<file path="src/rtl/heq_pkg.sv">
`default_nettype none
// +--------------------------------------------------------------------------+
// | heq_pkg : shared state encoding, width helpers and defaults for the      |
// |           histogram-equalisation scale divider. Rev 1.0                  |
// +--------------------------------------------------------------------------+
package heq_pkg;

  typedef enum logic [1:0] {
    IDLE = 2'd0,
    LOAD = 2'd1,
    ITER = 2'd2,
    DONE = 2'd3
  } heq_state_t;

  localparam int DEF_NUM_PIX = 307200;

  function automatic int num_w(input int cdf_w, input int lpow);
    return cdf_w + lpow;
  endfunction

  function automatic int level_max(input int lpow);
    return (1 << lpow) - 1;
  endfunction

endpackage
`default_nettype wire

</file>
<file path="src/rtl/heq_div_core.sv">
`default_nettype none
// +--------------------------------------------------------------------------+
// | heq_div_core : restoring divider, one quotient bit per clock.            |
// | Rev 1.0                                                                  |
// +--------------------------------------------------------------------------+
module heq_div_core #(
  parameter int NUM_W = 40,
  parameter int DEN_W = 32
) (
  input  logic             clk,
  input  logic             reset,
  input  logic             start,
  input  logic [NUM_W-1:0] dividend,
  input  logic [DEN_W-1:0] divisor,
  output logic             busy,
  output logic             done,
  output logic [NUM_W-1:0] quotient,
  output logic [DEN_W-1:0] remainder
);

  localparam int CNT_W = $clog2(NUM_W + 1);

  logic [NUM_W-1:0] r_num;
  logic [NUM_W-1:0] r_quo;
  logic [DEN_W-1:0] r_rem;
  logic [DEN_W-1:0] r_den;
  logic [CNT_W-1:0] r_cnt;
  logic             r_busy;

  logic [DEN_W:0]   w_trial;
  logic [DEN_W:0]   w_diff;
  logic             w_fit;

  assign w_trial = {r_rem, r_num[NUM_W-1]};
  assign w_fit   = (w_trial >= {1'b0, r_den});
  assign w_diff  = w_trial - {1'b0, r_den};

  always_ff @(posedge clk or posedge reset) begin
    if (reset) begin
      r_num  <= '0;
      r_quo  <= '0;
      r_rem  <= '0;
      r_den  <= '0;
      r_cnt  <= '0;
      r_busy <= 1'b0;
    end else if (start) begin
      r_num  <= dividend;
      r_den  <= divisor;
      r_rem  <= '0;
      r_quo  <= '0;
      r_cnt  <= CNT_W'(NUM_W);
      r_busy <= 1'b1;
    end else if (r_busy) begin
      r_num <= r_num << 1;
      r_quo <= {r_quo[NUM_W-2:0], w_fit};
      r_rem <= w_fit ? w_diff[DEN_W-1:0] : w_trial[DEN_W-1:0];
      r_cnt <= r_cnt - CNT_W'(1);
      if (r_cnt == CNT_W'(1)) r_busy <= 1'b0;
    end
  end

  // done flags the final step so the caller can move on in lock-step with it
  assign done      = r_busy && (r_cnt == CNT_W'(1));
  assign busy      = r_busy;
  assign quotient  = r_quo;
  assign remainder = r_rem;

endmodule
`default_nettype wire

</file>
<file path="src/rtl/heq_scale_divider.sv">
`default_nettype none
// +--------------------------------------------------------------------------+
// | heq_scale_divider : maps a CDF value to an equalised grey level with     |
// | handshakes, optional rounding, saturation and divide-by-zero flag. Rev 1.0|
// +--------------------------------------------------------------------------+
module heq_scale_divider
  import heq_pkg::*;
#(
  parameter int CDF_W   = 32,
  parameter int LPOW    = 8,
  parameter int NUM_PIX = DEF_NUM_PIX,
  parameter int ROUND   = 0,
  parameter int TAG_W   = 8
) (
  input  logic             clk,
  input  logic             reset,
  input  logic             in_valid,
  output logic             in_ready,
  input  logic [CDF_W-1:0] cdf_in,
  input  logic [CDF_W-1:0] cdf_min,
  input  logic [TAG_W-1:0] in_tag,
  output logic             out_valid,
  input  logic             out_ready,
  output logic [LPOW-1:0]  g_out,
  output logic [TAG_W-1:0] out_tag,
  output logic             div_err
);

  localparam int               NUM_W     = num_w(CDF_W, LPOW);
  localparam logic [CDF_W-1:0] PIX       = CDF_W'(NUM_PIX);
  localparam logic [NUM_W:0]   LMAX_EXT  = (NUM_W+1)'(level_max(LPOW));

  heq_state_t       r_state;
  logic [NUM_W-1:0] r_num;
  logic [CDF_W-1:0] r_den;
  logic [TAG_W-1:0] r_tag;

  logic [CDF_W-1:0] w_d;
  logic [NUM_W-1:0] w_num;
  logic [CDF_W-1:0] w_den;
  logic             w_start;
  logic             w_core_busy;
  logic             w_core_done;
  logic [NUM_W-1:0] w_quo;
  logic [CDF_W-1:0] w_rem;
  logic             w_up;
  logic [NUM_W:0]   w_qr;
  logic [LPOW-1:0]  w_sat;

  // numerator = d * (2^LPOW - 1), formed at full width so nothing is lost
  assign w_d   = (cdf_in >= cdf_min) ? (cdf_in - cdf_min) : '0;
  assign w_num = {w_d, {LPOW{1'b0}}} - NUM_W'(w_d);
  assign w_den = (cdf_min >= PIX) ? '0 : (PIX - cdf_min);

  assign w_start = (r_state == LOAD) && (r_den != '0);

  heq_div_core #(
    .NUM_W (NUM_W),
    .DEN_W (CDF_W)
  ) u_div (
    .clk       (clk),
    .reset     (reset),
    .start     (w_start),
    .dividend  (r_num),
    .divisor   (r_den),
    .busy      (w_core_busy),
    .done      (w_core_done),
    .quotient  (w_quo),
    .remainder (w_rem)
  );

  assign w_up  = (ROUND != 0) && ({w_rem, 1'b0} >= {1'b0, r_den});
  assign w_qr  = {1'b0, w_quo} + (NUM_W+1)'(w_up);
  assign w_sat = (w_qr > LMAX_EXT) ? LMAX_EXT[LPOW-1:0] : w_qr[LPOW-1:0];

  assign in_ready = (r_state == IDLE);

  always_ff @(posedge clk or posedge reset) begin
    if (reset) begin
      r_state   <= IDLE;
      r_num     <= '0;
      r_den     <= '0;
      r_tag     <= '0;
      out_valid <= 1'b0;
      g_out     <= '0;
      out_tag   <= '0;
      div_err   <= 1'b0;
    end else begin
      case (r_state)
        IDLE: begin
          if (in_valid) begin
            r_num   <= w_num;
            r_den   <= w_den;
            r_tag   <= in_tag;
            r_state <= LOAD;
          end
        end
        LOAD: begin
          div_err <= (r_den == '0);
          r_state <= (r_den == '0) ? DONE : ITER;
        end
        ITER: begin
          if (w_core_done || !w_core_busy) r_state <= DONE;
        end
        DONE: begin
          // first DONE cycle registers the result; afterwards hold until taken
          if (!out_valid) begin
            g_out     <= div_err ? '0 : w_sat;
            out_tag   <= r_tag;
            out_valid <= 1'b1;
          end else if (out_ready) begin
            out_valid <= 1'b0;
            r_state   <= IDLE;
          end
        end
        default: r_state <= IDLE;
      endcase
    end
  end

endmodule
`default_nettype wire

</file>
<file path="config.mk">
export PLATFORM = sky130hd
export DESIGN_NAME = heq_scale_divider
export DESIGN_NICKNAME = d
export VERILOG_FILES = /design/src/rtl/heq_pkg.sv /design/src/rtl/heq_div_core.sv /design/src/rtl/heq_scale_divider.sv
export SDC_FILE = /design/constraint.sdc
export NUM_CORES = 1
export LEC_CHECK = 0
export ABC_AREA = 1
export BUFFER_PORTS_ARGS = -buffer_cell sky130_fd_sc_hd__buf_2
export CAP_MARGIN = 20
export CORE_AREA = 2 2 198 200
export CTS_CLUSTER_SIZE = 8
export DETAILED_ROUTE_END_ITERATION = 10
export DIE_AREA = 0 0 200 202
export PLACE_DENSITY = 0.65
export SYNTH_ARGS = -nofsm -noshare
export SYNTH_HDL_FRONTEND = slang
export SYNTH_SLANG_ARGS = --single-unit
</file>
<file path="constraint.sdc">
create_clock -name clk -period 9.5 [get_ports clk]
set_clock_uncertainty 0.05 [all_clocks]
set_input_delay 0.475 -clock clk [delete_from_list [all_inputs] [get_ports clk]]
set_output_delay 0.475 -clock clk [all_outputs]
set_load 0.05 [all_outputs]
</file>
# Word level (Yosys, flattened, before mapping)
# Index checks and enable logic that the tools add are counted.
# op_classes
eq_ne,8
bitwise_logic,1
reduce_logical,11
addsub,5
n_mux,24
magnitude_cmp,4
# op_table
cell,n
32-bit two-way mux,5
40-bit two-way mux,4
32-bit subtractor,2
"40-bit by 8-bit > comparator with 1-bit output, second input constant",1
40-bit by 32-bit subtractor with 40-bit output,1
33-bit by 32-bit >= comparator with 1-bit output,1
"32-bit by 19-bit >= comparator with 1-bit output, second input constant",1
32-bit >= comparator,1
32-bit zero test,1
32-bit nonzero test,1
"19-bit by 32-bit subtractor with 32-bit output, first input constant",1
8-bit two-way mux,2
6-bit two-way mux,2
2-bit two-way mux,4
"2-bit != test, second input constant",4
2-bit one-hot mux with 4 select lines,1
"6-bit by 1-bit == test with 1-bit output, second input constant",1
1-bit two-way mux,6
"6-bit by 1-bit subtractor with 6-bit output, second input constant",1
"2-bit == test, second input constant",2
2-bit AND reduction,2
4-bit AND reduction,1
"2-bit by 1-bit == test with 1-bit output, second input constant",1
1-bit logical AND,2
5 further kinds,5
# totals
word_cells,67
output_inout_bits,19
inputBits,76
reg_bits,251

# Longest topological paths before layout
# depth
ltp_word,5
mapped_depth,31
ltp_nobuf,29

# Modules after synthesis
# Synthesis repeated with hierarchy kept, for this count alone.
# hier_totals
cells_unflattened,2697
area_unflattened_um2,18112.4
# by_module_without_submodules
mod,cells_per_inst,n_inst,area_per_inst_um2
heq_div_core,1295,1,9098.7
heq_scale_divider,1402,1,9013.6

# Least setup slack after synthesis
# No wires, ideal clock.
# synth_path
path_type,input -> register
startpoint,input port cdf_in[0]
endpoint,register r_num[39]
cell_stages,28
arrival_ns,3.779
path_buffers,2
slack_ns,5.553
cell_sequence,inv_1 -> ha_1 -> fa_1 -> nor2_1 -> o21ai_1 -> nand2_1 -> nand2_1 -> nand3_1 -> nand2_1 -> nand2_4 -> buf_6 -> inv_1 -> clkbuf_1 -> nor3b_1 -> inv_1 -> ha_1 -> a21oi_1 -> inv_1 -> a31oi_1 -> o21ai_0 -> a21oi_1 -> nand2_1 -> nand2_1 -> nand2_1 -> nand2_1 -> nand3_1 -> nand3_1 -> nand2_1
# synth_via
elab_chain_cells,3
elab_cells_between_ends,4
# synth_rtl
item,line_no,text
from (decl),heq_scale_divider.sv:19,"input logic [CDF_W-1:0] cdf_in,"
32-bit subtractor or 32-bit >= comparator (tied branches),heq_scale_divider.sv:51,assign w_d = (cdf_in >= cdf_min) ? (cdf_in - cdf_min) : '0;
32-bit two-way mux *,heq_scale_divider.sv:51,
40-bit by 32-bit subtractor with 40-bit output *,heq_scale_divider.sv:52,"assign w_num = {w_d, {LPOW{1'b0}}} - NUM_W'(w_d);"
to (signal assigned),heq_scale_divider.sv:92,r_num <= w_num;
to (decl),heq_scale_divider.sv:34,logic [NUM_W-1:0] r_num;
# Every way passes the cells marked *; elsewhere a longest branch is shown, timed or not.
# A chain may end at the register's enable or synchronous reset.

# Final worst setup path
# layout_path
startpoint,input port cdf_min[2]
endpoint,register r_num[32]
# layout_via
elab_chain_cells,3
elab_cells_between_ends,4
# layout_rtl
item,line_no,text
from (decl),heq_scale_divider.sv:20,"input logic [CDF_W-1:0] cdf_min,"
32-bit subtractor or 32-bit >= comparator (tied branches),heq_scale_divider.sv:51,
32-bit two-way mux *,heq_scale_divider.sv:51,
40-bit by 32-bit subtractor with 40-bit output *,heq_scale_divider.sv:52,
# Marked as above.

==> metrics <==
Initial Utilization 0.434; num rows 72; GRT Total Usage 0.238; ANT cells 0; PostCTS Resize Cnt 0; Initial DRC Count 1232; wire per inst 16.4 um; Post-Route WL 47.7 mm; r2r startpoint r_den[29]; pre-CTS setup slack 4.58 ns; EDFF count, synth 0; CTS Buf Count 37; setup violators final 0; Critical Path Fanout Max 6; routability congestion estimate 0.983; fraction of layout cells with a size suffix above 1 0.0823; Lkg Pwr 9.41 nW; Core Area 0.0383 mm^2; Setup crit end kind register; CTS tree done; mapped cell area 0.0166 mm^2; maxcap violations 0; syn avg cell area 7.18 um^2; Clock transition at path regs 0.05 ns; Vias/cell 5.28; reg-to-reg endpoint u_div.r_cnt[5]; GR Util met2 0.375; I/O pin cnt 95; Synth Register Bits 251; syn_nets 2485; register area share after synthesis 0.378; Cells after Synth 2312; clk_lat worst skew 0.52 ns; Post-CTS Setup Repair Bufs 0; fillcell total 3858; grt ovf 0; Critical Path AT 4.96 ns; Clock Tree Root clkbuf_16; largest net degree at the start of global routing 104; 1st-pass router iterations 5; unrepaired setup endpoints after global routing false; vias in the first global route 14.8k; commonest non-fill, non-tap cell in the layout nand2_1; Final Hold Fails 0; I/O Buffers 94; reg2reg setup slack 5.50 ns; Final Critical Period 4.63 ns; status completed; Setup crit start cdf_min[2]; peak supply drop 0.142 mV; global route hottest layer met2; total power 5.97 mW; Setup crit end r_num[32]; ys async rst share 1.00; dominant register cell in the synthesized netlist dfrtp_1; WS Path Type input port to register; Worst setup SP type input port; # hold bufs at CTS 0; Setup WS post-layout 4.87 ns; antenna viol nets, final 0; detailed-route via count 15.4k; max-slew violations 0; FF-to-FF path depth 15; Final nets 2565; period utilization 0.487; Hold WC Path Type input port to async pin; Die X 200 um; initial antenna violation count 0; final hold slack 0.0583 ns; Die Y 202 um; Sum Neg Setup Slack 0 ns; Clock Tree Buf Depth 3; Synth Warn # 0; H-tree levels 2; first-pass GRT wire length 76.4 mm; fmax 216 MHz; P&R area growth vs syn 11.7%; headroom to the max-slew limit 0.363; Synth cell types 50; clock sinks 251; met1 Track Usage GR 0.336; met3 usage 0.0235; CP Data Required Time 9.83 ns; dpl hpwl 36.1 mm; die area 0.0404 mm^2; commonest non-fill, non-tap cells in the layout nand2_1, inv_1, dfrtp_1; Residual DRC 0; Worst Tran Pin Value 0.956 ns; pwr dens 322 mW/mm^2
-- kinds of logic after synthesis --
group	after synthesis	synth area share
buf+inv	488	0.112
flops	251	0.378
fa+ha+maj	97	0.0740
simple gates	939	0.237
xor+xnor	68	0.0359
compound gates	469	0.164
-- worst min path at each step --
stage	cells past startpoint	slack (ns)	endpoint	startpoint
floorplan	2	0.40	r_num[1]	r_num[1]
global placement	2	0.41	out_tag[0]	out_tag[0]
detailed placement	2	0.42	r_num[34]	r_num[34]
CTS	2	0.07	u_div.remainder[24]	reset
global route	2	0.13	g_out[2]	reset
finish	2	0.06	g_out[2]	reset
-- through the flow --
| step | cell area (um^2) | utilization | std cells |
|---|---|---|---|
| floorplan | 16600 | - | 2312 |
| global placement | 17500 | 0.458 | 2869 |
| detailed placement | 17600 | 0.459 | 2870 |
| CTS | 18500 | 0.484 | 2912 |
| global route | 18600 | 0.485 | 2913 |
| finish | 18600 | 0.485 | 2913 |
-- final cells by class --
class | instances | area [um^2] | area share
multi-input cells | 1573 | 8480 | 0.457
repair buffers | 104 | 586 | 0.0316
clock buffers | 39 | 933 | 0.0503
flip-flops and latches | 251 | 6280 | 0.339
inverters | 425 | 1600 | 0.0864
well taps | 518 | 648 | 0.0349
clock inverters | 3 | 22.5 | 0.00121
-- critical path, cell delays in order --
cell and delay, ns:
buf_2 0.14, inv_1 0.09, ha_1 0.39, nand2_1 0.11
o21ai_1 0.23, nand3_1 0.13, nand2_1 0.14, nand2_1 0.07
o211ai_1 0.21, nand2_1 0.11, o21ai_0 0.39, a21oi_1 0.12
inv_1 0.09, nor2_1 0.04, nor2_1 0.32, inv_1 0.11
ha_1 0.37, nand2_1 0.11, nor2_1 0.15, inv_1 0.09
nor3_1 0.29, nand4_1 0.14, nand2_1 0.18, nand2_1 0.10
nand2_1 0.07, nand2_1 0.04, nand3_1 0.18, nand2_1 0.07
-- routing by layer --
layer,share of wire,vias up
li1,-,7647
met4,0.038,0
met1,0.46,7188
met5,0,-
met3,0.055,80
met2,0.44,456
-- sequential cells by signal (all words and copies together), names as in the netlist, 32 cells and up --
| signal | count |
|---|---|
| u_div.remainder | 32 |
| u_div.quotient | 40 |
| u_div.r_num | 40 |
| u_div.r_den | 32 |
| r_den | 32 |
| r_num | 40 |
-- cells in the mapped netlist, drive strengths merged (11+ instances only) --
cell,n,area [um^2]
or2,11,68.8
nand2,555,2110
o211ai,17,128
nor2,212,836
o22ai,71,444
a31oi,15,93.8
nor3,17,85.1
nand4,32,215
xor2,36,315
clkbuf,53,199
nand3,90,470
o21ai,177,886
o221ai,34,298
a21oi,129,653
xnor2,32,280
ha,95,1190
inv,425,1600
dfrtp,251,6280
nor4,14,87.6
-- power by group --
group / total (mW) / switching, mW / internal [mW]
registers: 1.68 / 0.218 / 1.47
logic: 3.16 / 2.06 / 1.09
clock network: 1.13 / 0.447 / 0.687
total: 5.97 / 2.73 / 3.24
(Power assumes the default switching activity.)
